### src/rtl/uart_frame_pkg.sv
// Shared types and constants for the UART frame packer: state encoding,
// frame geometry, default header bytes and the frame checksum helper.
package uart_frame_pkg;

  localparam int unsigned FRAME_LEN = 5;
  localparam int unsigned DATA_W    = 16;
  localparam int unsigned BYTE_W    = 8;
  localparam int unsigned IDX_W     = 3;
  localparam int unsigned GAP_W     = 16;
  localparam int unsigned ACK_W     = 8;
  localparam int unsigned CHK_W     = 10;

  localparam logic [BYTE_W-1:0] HDR0_DEFAULT = 8'h55;
  localparam logic [BYTE_W-1:0] HDR1_DEFAULT = 8'hAA;

  typedef enum logic [2:0] {
    ST_IDLE,
    ST_LOAD,
    ST_START,
    ST_WAIT_ACK,
    ST_WAIT_DONE,
    ST_GAP,
    ST_DONE
  } state_e;

  typedef struct packed {
    logic [BYTE_W-1:0] hi;
    logic [BYTE_W-1:0] lo;
  } sample_t;

  // Wide accumulator so the carry out of the byte sum is simply discarded.
  function automatic logic [BYTE_W-1:0] frame_chk(input logic [BYTE_W-1:0] h0,
                                                  input logic [BYTE_W-1:0] h1,
                                                  input sample_t           smp);
    logic [CHK_W-1:0] acc;
    acc = CHK_W'(h0) + CHK_W'(h1) + CHK_W'(smp.hi) + CHK_W'(smp.lo);
    return acc[BYTE_W-1:0];
  endfunction

endpackage

### src/rtl/uart_frame_packer.sv
// Packs a 16-bit sample into a 5-byte header/data/checksum frame and feeds it
// byte by byte to a UART transmitter using a start/busy handshake.
module uart_frame_packer
  import uart_frame_pkg::*;
#(
  parameter logic [BYTE_W-1:0] HDR0        = HDR0_DEFAULT,
  parameter logic [BYTE_W-1:0] HDR1        = HDR1_DEFAULT,
  parameter logic [GAP_W-1:0]  GAP_CYCLES  = 16'd0,
  parameter logic [ACK_W-1:0]  ACK_TIMEOUT = 8'd8
) (
  input  logic              clk,
  input  logic              rst_n,
  input  logic [DATA_W-1:0] data_in,
  input  logic              data_valid,
  input  logic              tx_busy,
  output logic [BYTE_W-1:0] tx_data,
  output logic              tx_start,
  output logic              frame_busy,
  output logic              frame_done,
  output logic              overrun
);

  localparam int unsigned GAPX_W = GAP_W + 1;
  localparam int unsigned ACKX_W = ACK_W + 1;
  localparam logic [IDX_W-1:0] LAST_IDX = IDX_W'(FRAME_LEN - 1);

  state_e            state_q, state_d;
  logic [IDX_W-1:0]  idx_q, idx_d;
  logic [GAP_W-1:0]  gap_q, gap_d;
  logic [ACK_W-1:0]  ack_q, ack_d;
  sample_t           smp_q, smp_d;
  logic [BYTE_W-1:0] chk_q, chk_d;
  logic              pend_vld_q, pend_vld_d;
  sample_t           pend_q, pend_d;
  logic [BYTE_W-1:0] tx_data_q, tx_data_d;
  logic              overrun_q, overrun_d;
  logic              tx_start_q, frame_busy_q, frame_done_q;

  logic              gap_done;
  logic              ack_done;
  logic              consume;

  function automatic logic [BYTE_W-1:0] frame_byte(input logic [IDX_W-1:0]  idx,
                                                   input sample_t           smp,
                                                   input logic [BYTE_W-1:0] chk);
    logic [BYTE_W-1:0] b;
    case (idx)
      IDX_W'(0): b = HDR0;
      IDX_W'(1): b = HDR1;
      IDX_W'(2): b = smp.hi;
      IDX_W'(3): b = smp.lo;
      default:   b = chk;
    endcase
    return b;
  endfunction

  assign gap_done = (GAPX_W'(gap_q) + GAPX_W'(1)) >= GAPX_W'(GAP_CYCLES);
  assign ack_done = (ACKX_W'(ack_q) + ACKX_W'(1)) >= ACKX_W'(ACK_TIMEOUT);
  // The pending sample is taken only on the cycle LOAD actually proceeds.
  assign consume  = (state_q == ST_LOAD) && !tx_busy;

  always_comb begin
    state_d    = state_q;
    idx_d      = idx_q;
    gap_d      = gap_q;
    ack_d      = ack_q;
    smp_d      = smp_q;
    chk_d      = chk_q;
    pend_vld_d = pend_vld_q;
    pend_d     = pend_q;
    tx_data_d  = tx_data_q;
    overrun_d  = overrun_q;

    case (state_q)
      ST_IDLE: begin
        if (data_valid || pend_vld_q) state_d = ST_LOAD;
      end
      ST_LOAD: begin
        if (consume) begin
          smp_d      = pend_q;
          chk_d      = frame_chk(HDR0, HDR1, pend_q);
          idx_d      = '0;
          pend_vld_d = 1'b0;
          state_d    = ST_START;
        end
      end
      ST_START: begin
        ack_d   = '0;
        state_d = ST_WAIT_ACK;
      end
      ST_WAIT_ACK: begin
        if (tx_busy || ack_done) state_d = ST_WAIT_DONE;
        else                     ack_d   = ack_q + ACK_W'(1);
      end
      ST_WAIT_DONE: begin
        if (!tx_busy) begin
          gap_d   = '0;
          state_d = ST_GAP;
        end
      end
      ST_GAP: begin
        // Once the gap has elapsed, a held-off START waits here for tx_busy low.
        if (!gap_done) begin
          gap_d = gap_q + GAP_W'(1);
        end else if (idx_q == LAST_IDX) begin
          state_d = ST_DONE;
        end else if (!tx_busy) begin
          idx_d   = idx_q + IDX_W'(1);
          state_d = ST_START;
        end
      end
      ST_DONE: begin
        state_d = ST_IDLE;
      end
      default: begin
        state_d = ST_IDLE;
      end
    endcase

    if (state_d == ST_START) tx_data_d = frame_byte(idx_d, smp_d, chk_d);

    // Every strobe lands in the one-deep pending slot; a live unconsumed entry is lost.
    if (data_valid) begin
      if (pend_vld_q && !consume) overrun_d = 1'b1;
      pend_d     = data_in;
      pend_vld_d = 1'b1;
    end
  end

  always_ff @(posedge clk or negedge rst_n) begin
    if (!rst_n) begin
      state_q      <= ST_IDLE;
      idx_q        <= '0;
      gap_q        <= '0;
      ack_q        <= '0;
      smp_q        <= '0;
      chk_q        <= '0;
      pend_vld_q   <= 1'b0;
      pend_q       <= '0;
      tx_data_q    <= '0;
      overrun_q    <= 1'b0;
      tx_start_q   <= 1'b0;
      frame_busy_q <= 1'b0;
      frame_done_q <= 1'b0;
    end else begin
      state_q      <= state_d;
      idx_q        <= idx_d;
      gap_q        <= gap_d;
      ack_q        <= ack_d;
      smp_q        <= smp_d;
      chk_q        <= chk_d;
      pend_vld_q   <= pend_vld_d;
      pend_q       <= pend_d;
      tx_data_q    <= tx_data_d;
      overrun_q    <= overrun_d;
      tx_start_q   <= (state_d == ST_START);
      frame_busy_q <= (state_d != ST_IDLE);
      frame_done_q <= (state_d == ST_DONE);
    end
  end

  assign tx_data    = tx_data_q;
  assign tx_start   = tx_start_q;
  assign frame_busy = frame_busy_q;
  assign frame_done = frame_done_q;
  assign overrun    = overrun_q;

endmodule

### config.mk
export PLATFORM = sky130hd
export DESIGN_NAME = uart_frame_packer
export DESIGN_NICKNAME = d
export VERILOG_FILES = /design/src/rtl/uart_frame_pkg.sv /design/src/rtl/uart_frame_packer.sv
export SDC_FILE = /design/constraint.sdc
export NUM_CORES = 1
export LEC_CHECK = 0
export CORE_MARGIN = 4
export CORE_UTILIZATION = 57
export CTS_CLUSTER_DIAMETER = 100
export DETAILED_ROUTE_END_ITERATION = 16
export GPL_TIMING_DRIVEN = 0
export PLACE_DENSITY = 0.79
export RECOVER_POWER = 25
export SYNTH_ARGS = -nofsm -noshare
export SYNTH_HDL_FRONTEND = slang
export SYNTH_SLANG_ARGS = --single-unit
export TNS_END_PERCENT = 10
### constraint.sdc
create_clock -name clk -period 2.5 [get_ports clk]
set_input_delay 0.5 -clock clk [delete_from_list [all_inputs] [get_ports clk]]
set_output_delay 0.5 -clock clk [all_outputs]
set_load 0.01 [all_outputs]
# Word-level counts from Yosys, hierarchy flattened
# Cells that the tools add are included.
# W data, S select, Z words.
# totals
regBits	83
input_bits	20
# classes
addsub	7
order_cmp	2
n_eq_ne	14
n_mux	26
reduce_logical	17
# op_table
op	count
$mux W16	4
$mux W3	11
$pmux W16 S2	1
$pmux W8 S4	1
$mux W8	3
$pmux W3 S6	1
$add A16 B1 Y17 const B	1
$ge A17 B1 Y1 const B	1
$add A16 B1 Y16 const B	1
$pmux W8 S2	1
$eq A3 B2 Y1 const B	5
$eq A3 B3 Y1 const B	4
$add A8 B1 Y9 const B	1
$ge A9 B4 Y1 const B	1
$add A8 B1 Y8 const B	1
$add A8 B8 Y8	1
$add A8 B8 Y8 const A	1
$reduce_bool A2 Y1	4
$eq A3 B1 Y1 const B	2
$logic_not A3 Y1	2
$ne A2 B2 Y1 const B	3
$pmux W3 S2	1
$reduce_and A2 Y1	3
$add A3 B1 Y3 const B	1
6 further kinds	11

# Longest topological paths before layout
# Gate-level depths: netlist of the first run.
# depth
ltp_word	7
ltp_mapped	11
mapped_depth_nobuf	11

# Worst setup path after synthesis of the first run
# Ideal clock, no wire load.
# synth_path
kind	input to register
from	in tx_busy
to	reg tx_data_q[5] (netlist: tx_data[5])
setup_time_ps	122
arrival_time_ps	2018
path_slack_ps	361
stages	7
path_buffers	2
path_cell_list	buf_6 -> or3b_1 -> clkbuf_2 -> or3_4 -> a32oi_2 -> nand2b_1 -> a32o_1
# synth_via
elab_chain_len	6
# synth_lines
item	line	rtl
start, declared	uart_frame_packer.sv:15	input logic tx_busy,
$mux W3 / $logic_not A1 Y1 (equally long branches)	n/a	
$mux W3 / $logic_and A1 B1 Y1 (equally long branches)	uart_frame_packer.sv:105, uart_frame_packer.sv:60	
$mux W3 (on tied branches)	uart_frame_packer.sv:103, uart_frame_packer.sv:79	
$pmux W3 S2	uart_frame_packer.sv:74	case (state_q)
$eq A3 B2 Y1, or another cell as far along	uart_frame_packer.sv:47	case (idx)
$pmux W8 S4	uart_frame_packer.sv:47	
end signal, assigned	uart_frame_packer.sv:154	tx_data_q <= tx_data_d;
end, declared	uart_frame_packer.sv:35	logic [BYTE_W-1:0] tx_data_q, tx_data_d;
# Several ways; a longest one is shown, not always the timed one.
# A chain may end at the register's enable or synchronous reset.

==> results.md, run 1 <==
* Status: finished with violations
* Failing checks: max-capacitance violations, max-slew violations
* Final instance area at 4090 um2
* Worst Hold Path EP: smp_q[10]
* Ant. Diodes at 0
* RSZ-0062 raised after global routing: no
* Worst Hold Class: reg -> reg
* Die Y at 86.7 um
* HP Start: smp_q[10]
* Worst-case clock buffer depth at 2
* Post-Syn Area at 3530 um2
* Pin count of the biggest net entering global routing at 68
* Inserted Clock Buffers at 9
* RePlAce Congestion at 0.891
* Worst path arrival time at 2.68 ns
* Least-Margin Pin Slew at 1.64 ns
* Layout cells sized above 1 at 12.7%
* Drt total wl at 7790 um
* Worst skew pair latency at 0.35 ns
* Die span in x at 86.7 um
* Mapped Avg Cell Area at 9.87 um2
* Buf/Inv on CP at 1
* Grt ovf at 0
* Prevailing post-synth register cell: dfrtp_1
* Clk_skew at 0.00798 ns
* Fmax achieved at 409 MHz
* Multi-input gate area at 1610 um2
* Max cap viols at 1
* Mapped Nets at 396
* DP Area at 3910 um2
* Layout Nets at 436
* Ys async rst share at 100%
* Sequential share of the synthesized area at 47.5%
* CP max stage delay at 0.89 ns
* Setup bufs post-CTS at 0
* Min Tclk post-route at 2.45 ns
* DRC at 0
* Max VDD drop at 0.505 mV
* DP HPWL at 5510 um
* Layout Utilization at 68.6%
* Placed Cells at 462
* Worst Path Class, Setup: reg -> reg
* Fillers at 483
* Synth cell types at 66
* Register area at 1680 um2
* Gate Count Post-Synth at 358
* Die ar. at 7520 um2
* Non-filler cells, final at 478
* R2R cell count at 6
* Root Driver: clkbuf_8
* Cell Rows at 28
* First-pass GRT wire length at 12900 um
* Slew Limit Fails at 68
* Synth warn at 0
* Initial DRC Count at 222
* CP Data Required Time at 2.73 ns
* CTS tree: done
* Slew headroom at -9.29%
* Synth Register Bits at 67
* FF-to-FF End: tx_data[7]
* LEAKAGE at 1.90 nW
* Core area at 5960 um2
* Hold Buf Count CTS at 0
* P per Cell Area at 904 nW/um2
* Port bufs at 29
* Tot GR Track Use at 22.5%
* Startpoint types: register
* Reg2reg setup slack at 0.05 ns
* Antenna viol nets, final at 0
* DR vias/cell at 5.73
* Critical-path maximum fanout at 10
* FF-to-FF Start: state_q[1]
* Finish-stage setup viols at 0
* Hold Path Depth at 2
* Final Hold Viols at 0
* CTS clk-pin slew, worst paths at 0.07 ns
* Crit-path leading delay family: simple AND/OR/NAND/NOR gates
* Starting Density at 59.3%
* P&R area growth vs syn at 15.7%
* IO Pins at 32
* Post-DR wirelength/cell at 16.3 um
* H-tree Lvls at 3
* Pre-Repair DR Iteration Count at 4
* Clock Sinks at 67
* Period utilization at 97.9%
* EDFF count, synth at 0
* Slowest-stage cell, CP: nor4b_1
* Number of global-route vias before repair at 2679
* Vias at 2740
* CP endpoint kind: register
* Initial antenna violation count at 0
* Cell Chain, Critical Path: buf_6, nor4b_1, mux2_2, a31o_2, mux2i_1, o21ai_0
==> worst reg2reg max path, cell delays in order (launching register included) <==
cell	delay, ns
dfrtp_1	0.41
buf_6	0.15
nor4b_1	0.89
mux2_2	0.44
a31o_2	0.21
mux2i_1	0.13
o21ai_0	0.09
==> kinds of logic after synthesis <==
kind of cell | share of synthesized area [%]
AO/OA/AOI/OAI | 18.8
XOR/XNOR | 0.992
adder cells (fa/ha/maj) | 6.59
buffers and inverters | 7.19
flip-flops | 47.5
multiplexers | 1.84
AND/OR/NAND/NOR | 17.1
==> state kept, by name, indices dropped and copies added (netlist names), 3 cells and up <==
signal / cells
ack_q: 8
chk_q: 8
idx_q: 3
pend_q: 16
smp_q: 16
state_q: 3
tx_data: 8
==> worst max-delay path by stage <==
stage	from	end	slack, ns	cells after the start
after global placement	rst_n	tx_data[3]	-1.30	1
after global routing	state_q[1]	tx_data[7]	0.002	6
after CTS	state_q[1]	tx_data[7]	0.04	6
final	state_q[1]	tx_data[7]	0.05	6
after floorplan	tx_busy	tx_data[5]	0.36	7
after detailed placement	tx_busy	tx_data[7]	-0.04	6
==> what timing repair did <==
| item | in CTS | in global routing |
|---|---|---|
| gates resized for setup | 1 | 2 |
| gates cloned | 0 | 0 |
| setup endpoints to repair | 1 | 8 |
==> final cells by class <==
class                   count  share of cell area, %
repair buffers             29                   6.98
flip-flops and latches     67                   41.1
well taps                  75                   2.30
clock buffers              11                   3.21
clock inverters             5                  0.735
plain buffers              19                   3.18
multi-input cells         239                   39.5
inverters                  33                   3.03
==> Yosys cell counts (all sizes together), types with 2 or more instances <==
library cell / instances / share of area [%]
dfrtp: 67 / 47
nand2: 57 / 6.1
o21ai: 34 / 4.8
inv: 32 / 3.4
ha: 17 / 6.0
a21oi: 11 / 1.6
buf: 10 / 2.6
clkbuf: 8 / 0.89
o21a: 8 / 1.7
and3: 7 / 1.3
nor3: 7 / 1.1
a21o: 6 / 1.3
nand3: 6 / 0.85
nor2: 6 / 0.64
o31ai: 6 / 1.4
a31o: 5 / 1.2
nor3b: 5 / 1.1
and2: 4 / 0.74
mux2: 4 / 1.3
nand4: 4 / 0.71
a21boi: 3 / 0.74
a221oi: 3 / 0.74
nand2b: 3 / 0.53
nand3b: 3 / 0.64
nor2b: 3 / 0.53
or3: 3 / 0.71
a211oi: 2 / 0.42
a221o: 2 / 0.57
a2bb2oi: 2 / 0.50
a311o: 2 / 0.57
mux2i: 2 / 0.57
nor4b: 2 / 0.50
or4b: 2 / 0.67
xnor2: 2 / 0.50
xor2: 2 / 0.50
==> power breakdown <==
| group | internal, W | leakage, nW | switching [W] |
|---|---|---|---|
| Clock | 0.000355 | 0.0791 | 0.000412 |
| Combinational | 0.000613 | 0.987 | 0.000753 |
| Sequential | 0.00139 | 0.832 | 0.000171 |
==> stage by stage <==
stage                     worst slack (ns)  power [W]  setup TNS (ns)  hold WS, ns
after floorplan                      0.361    0.00248               0        0.204
after global placement               -1.30    0.00288          -86.89        0.452
after detailed placement           -0.0402    0.00293         -0.0402        0.466
after CTS                           0.0367    0.00370               0        0.281
after global routing               0.00207    0.00395               0        0.504
final                               0.0537    0.00369               0        0.477
==> per-layer routing <==
layer	routed length (um)	GRT usage, %	part of all wire [%]	vias to the layer above
met5	0	0	0	-
met4	174	11.3	2.2	0
met3	359	3.80	4.6	16
met2	3880	36.0	50	66
met1	3380	29.6	43	1326
li1	-	-	-	1332
==> cells in the final DEF (no fill, tap or decap), types with 4 or more instances in the layout <==
master / n
o21ai_0: 30
nor3b_1: 5
clkbuf_1: 9
nand3_1: 6
mux2_2: 4
clkbuf_8: 9
nand2_1: 57
a21oi_1: 11
ha_1: 17
o21ai_1: 4
nor2_1: 6
a31o_2: 5
dfrtp_1: 66
inv_1: 31
and3_1: 4
nor3_1: 6
o31ai_1: 5
a21o_1: 6
nand4_1: 4
buf_6: 6
o21a_1: 8
clkdlybuf4s50_1: 26
(Power assumes the default switching activity.)
==> run 2, diff against run 1 <==
--- a/config.mk
+++ b/config.mk
@@ -5,6 +5,7 @@
 export SDC_FILE = /design/constraint.sdc
 export NUM_CORES = 1
 export LEC_CHECK = 0
+export CAP_MARGIN = 10
 export CORE_MARGIN = 4
 export CORE_UTILIZATION = 57
 export CTS_CLUSTER_DIAMETER = 100
==> results of run 2 <==
Final layout, timing and power as in run 1 (identical DEF).
==> run 3, diff against run 2 <==
--- a/config.mk
+++ b/config.mk
@@ -5,14 +5,15 @@
 export SDC_FILE = /design/constraint.sdc
 export NUM_CORES = 1
 export LEC_CHECK = 0
-export CAP_MARGIN = 10
 export CORE_MARGIN = 4
 export CORE_UTILIZATION = 57
 export CTS_CLUSTER_DIAMETER = 100
 export DETAILED_ROUTE_END_ITERATION = 16
 export GPL_TIMING_DRIVEN = 0
+export HOLD_SLACK_MARGIN = 0.06
 export PLACE_DENSITY = 0.79
 export RECOVER_POWER = 25
+export SLEW_MARGIN = 20
 export SYNTH_ARGS = -nofsm -noshare
 export SYNTH_HDL_FRONTEND = slang
 export SYNTH_SLANG_ARGS = --single-unit
==> results.md, run 3 (synthesis gave the netlist of run 1 again) <==
* Worst path arrival time at 2.62 ns (-0.06 ns)
* P&R area growth vs syn at 17.9%
* Sequential fraction of design power at 39.1% (-3.2 points)
* Grt met3 use at 3.33% (-0.48 points)
* Logic pwr share at 34.4% (-2.6 points)
* Drt total wl at 7950 um (+2.1%)
* Initial antenna violation count at 0 (unchanged)
* DP HPWL at 5620 um (+2.0%)
* Startpoint types: register
* Clk_skew at 0.00763 ns (-0.000353 ns)
* P per Cell Area at 958 nW/um2 (+6.0%)
* Pint at 0.00262 W (+11%)
* Grt ovf at 0 (unchanged)
* Switching part of the total at 34.3% (-1.9 points)
* H-tree Lvls at 3 (unchanged)
* M1 GR Usage at 30.1% (+0.43 points)
* RePlAce Congestion at 0.891 (unchanged)
* LEAKAGE at 1.93 nW (+1.7%)
* CTS clk-pin slew, worst paths at 0.08 ns (about the same)
* First-pass GRT wire length at 13500 um (+4.6%)
* Max cap viols at 1 (unchanged)
* Worst Hold Class: in -> reg
* Register area at 1680 um2 (unchanged)
* Worst skew pair latency at 0.36 ns (about the same)
* Most common cell after layout, fill and taps aside: dfrtp_1
* Min Tclk post-route at 2.38 ns (-0.0651 ns)
* Hold slack at 0.474 ns (-0.00280 ns)
* Layout Nets at 437 (+0.23%)
* Die span in x at 86.7 um (unchanged)
* IO Pins at 32 (unchanged)
* Max VDD drop at 0.548 mV (+8.6%)
* Vias at 2770 (+1.1%)
* Tot GR Track Use at 23.5% (+0.99 points)
* Die Y at 86.7 um (unchanged)
* Worst Path Class, Setup: reg -> reg
* Post-DR wirelength/cell at 16.6 um (+1.9%)
* Pre-Repair DR Iteration Count at 4 (unchanged)
* Ant. Diodes at 0 (unchanged)
* CTS tree: done
* Most frequent cells in the layout: 66 x dfrtp_1, 57 x nand2_1, 31 x inv_1
* Slew headroom at -22.3% (-13 points)
* Pin count of the biggest net entering global routing at 35 (-49%)
* Initial DRC Count at 247 (+11%)
* Antenna viol nets, final at 0 (unchanged)
* Period utilization at 95.2% (-2.6 points)
* Critical-path maximum fanout at 10 (unchanged)
* Total Power at 0.00399 W (+8.0%)
* Clock power frac at 26.4% (+5.6 points)
* DR vias/cell at 5.78 (+0.88%)
* Slew Limit Fails at 35 (-49%)
* Root Driver: clkbuf_8
* Fillers at 458 (-5.2%)
* Failing checks: max-capacitance violations, max-slew violations
* Setup bufs post-CTS at 0 (unchanged)
* Die ar. at 7520 um2 (unchanged)
* Layout Utilization at 69.9% (+1.3 points)
* Layout cells sized above 1 at 13.1% (+0.46 points)
* Status: finished with violations
* CP endpoint kind: register
* Multi-input gate area at 1610 um2 (-0.23%)
* Worst-case clock buffer depth at 2 (unchanged)
* Starting Density at 59.3% (unchanged)
* Net Switching at 0.00137 W (+2.3%)
* Inserted Clock Buffers at 9 (unchanged)
* Cell Rows at 28 (unchanged)
* Most Crowded Layer GR: met2
* Fmax achieved at 420 MHz (+2.7%)
* RSZ-0062 raised after global routing: no
* Number of global-route vias before repair at 2782 (+3.8%)
* CP Data Required Time at 2.74 ns (about the same)
* Largest registers: pend_q x16, smp_q x16
* Setup tns final at 0 ns (unchanged)
* Final Hold Viols at 0 (unchanged)
* M2 GR Usage at 39.5% (+3.5 points)
* Clock Sinks at 67 (unchanged)
* Core area at 5960 um2 (unchanged)
* Finish-stage setup viols at 0 (unchanged)
* Port bufs at 29 (unchanged)
* DRC at 0 (unchanged)
* Least-Margin Pin Slew at 1.83 ns (+0.195 ns)
[run 3: critical path: stages (launching register included)]
cell and delay, ns:
dfrtp_1 0.41, buf_6 0.15, nor4b_1 0.84, mux2_2 0.44, a31o_2 0.21, mux2i_1 0.13, o21ai_0 0.09
[run 3: area by class of cell]
type | count | share of cell area (%)
tap | 75 | 2.25
clock inverter | 5 | 2.04
multi-input combinational | 239 | 38.7
sequential | 67 | 40.3
inverter | 33 | 2.97
clock buffer | 11 | 3.64
timing repair buffer | 30 | 7.00
buffer | 19 | 3.13
[run 3: worst paths after layout]
kind                       slack (ns)  cells past startpoint  startpoint    endpoint
min reg2reg                      0.48                      2    chk_q[7]    chk_q[7]
max reg2reg                      0.12                      6  state_q[1]  tx_data[7]
max                              0.12                      6  state_q[1]  tx_data[7]
min in group asynchronous        0.63                      1       rst_n    ack_q[0]
min                              0.47                      4     tx_busy  state_q[1]
max in group asynchronous        0.41                      2       rst_n    idx_q[0]
[run 3: metrics by stage]
stage	instances	worst slack [ns]	area [um2]
global route	479	0.00315	4160
global placement	462	-1.30	3920
detailed placement	463	0.0219	3930
floorplan	358	0.361	3530
CTS	479	0.00614	4170
finish	479	0.119	4160
[run 3: power by group through the flow]
| stage | Sequential [W] | Combinational, W | Clock [W] |
|---|---|---|---|
| global route | 0.00160 | 0.00154 | 0.00112 |
| CTS | 0.00156 | 0.00137 | 0.00106 |
| finish | 0.00156 | 0.00137 | 0.00106 |
| floorplan | 0.00155 | 0.000928 | 0 |
| detailed placement | 0.00157 | 0.00136 | 0 |
| global placement | 0.00157 | 0.00131 | 0 |
[run 3: metal layers]
layer  vias to the layer above  routed length (um)
li1                       1336                   -
met1                      1349                3390
met2                        71                4050
met3                        14                 320
met4                         0                 191
met5                         -                   0
[run 3: repair_timing]
action / 4_1_cts / 5_1_grt
hold buffers: 0 / 0
endpoints found under the setup margin: 0 / 5
resized for setup: 0 / 3
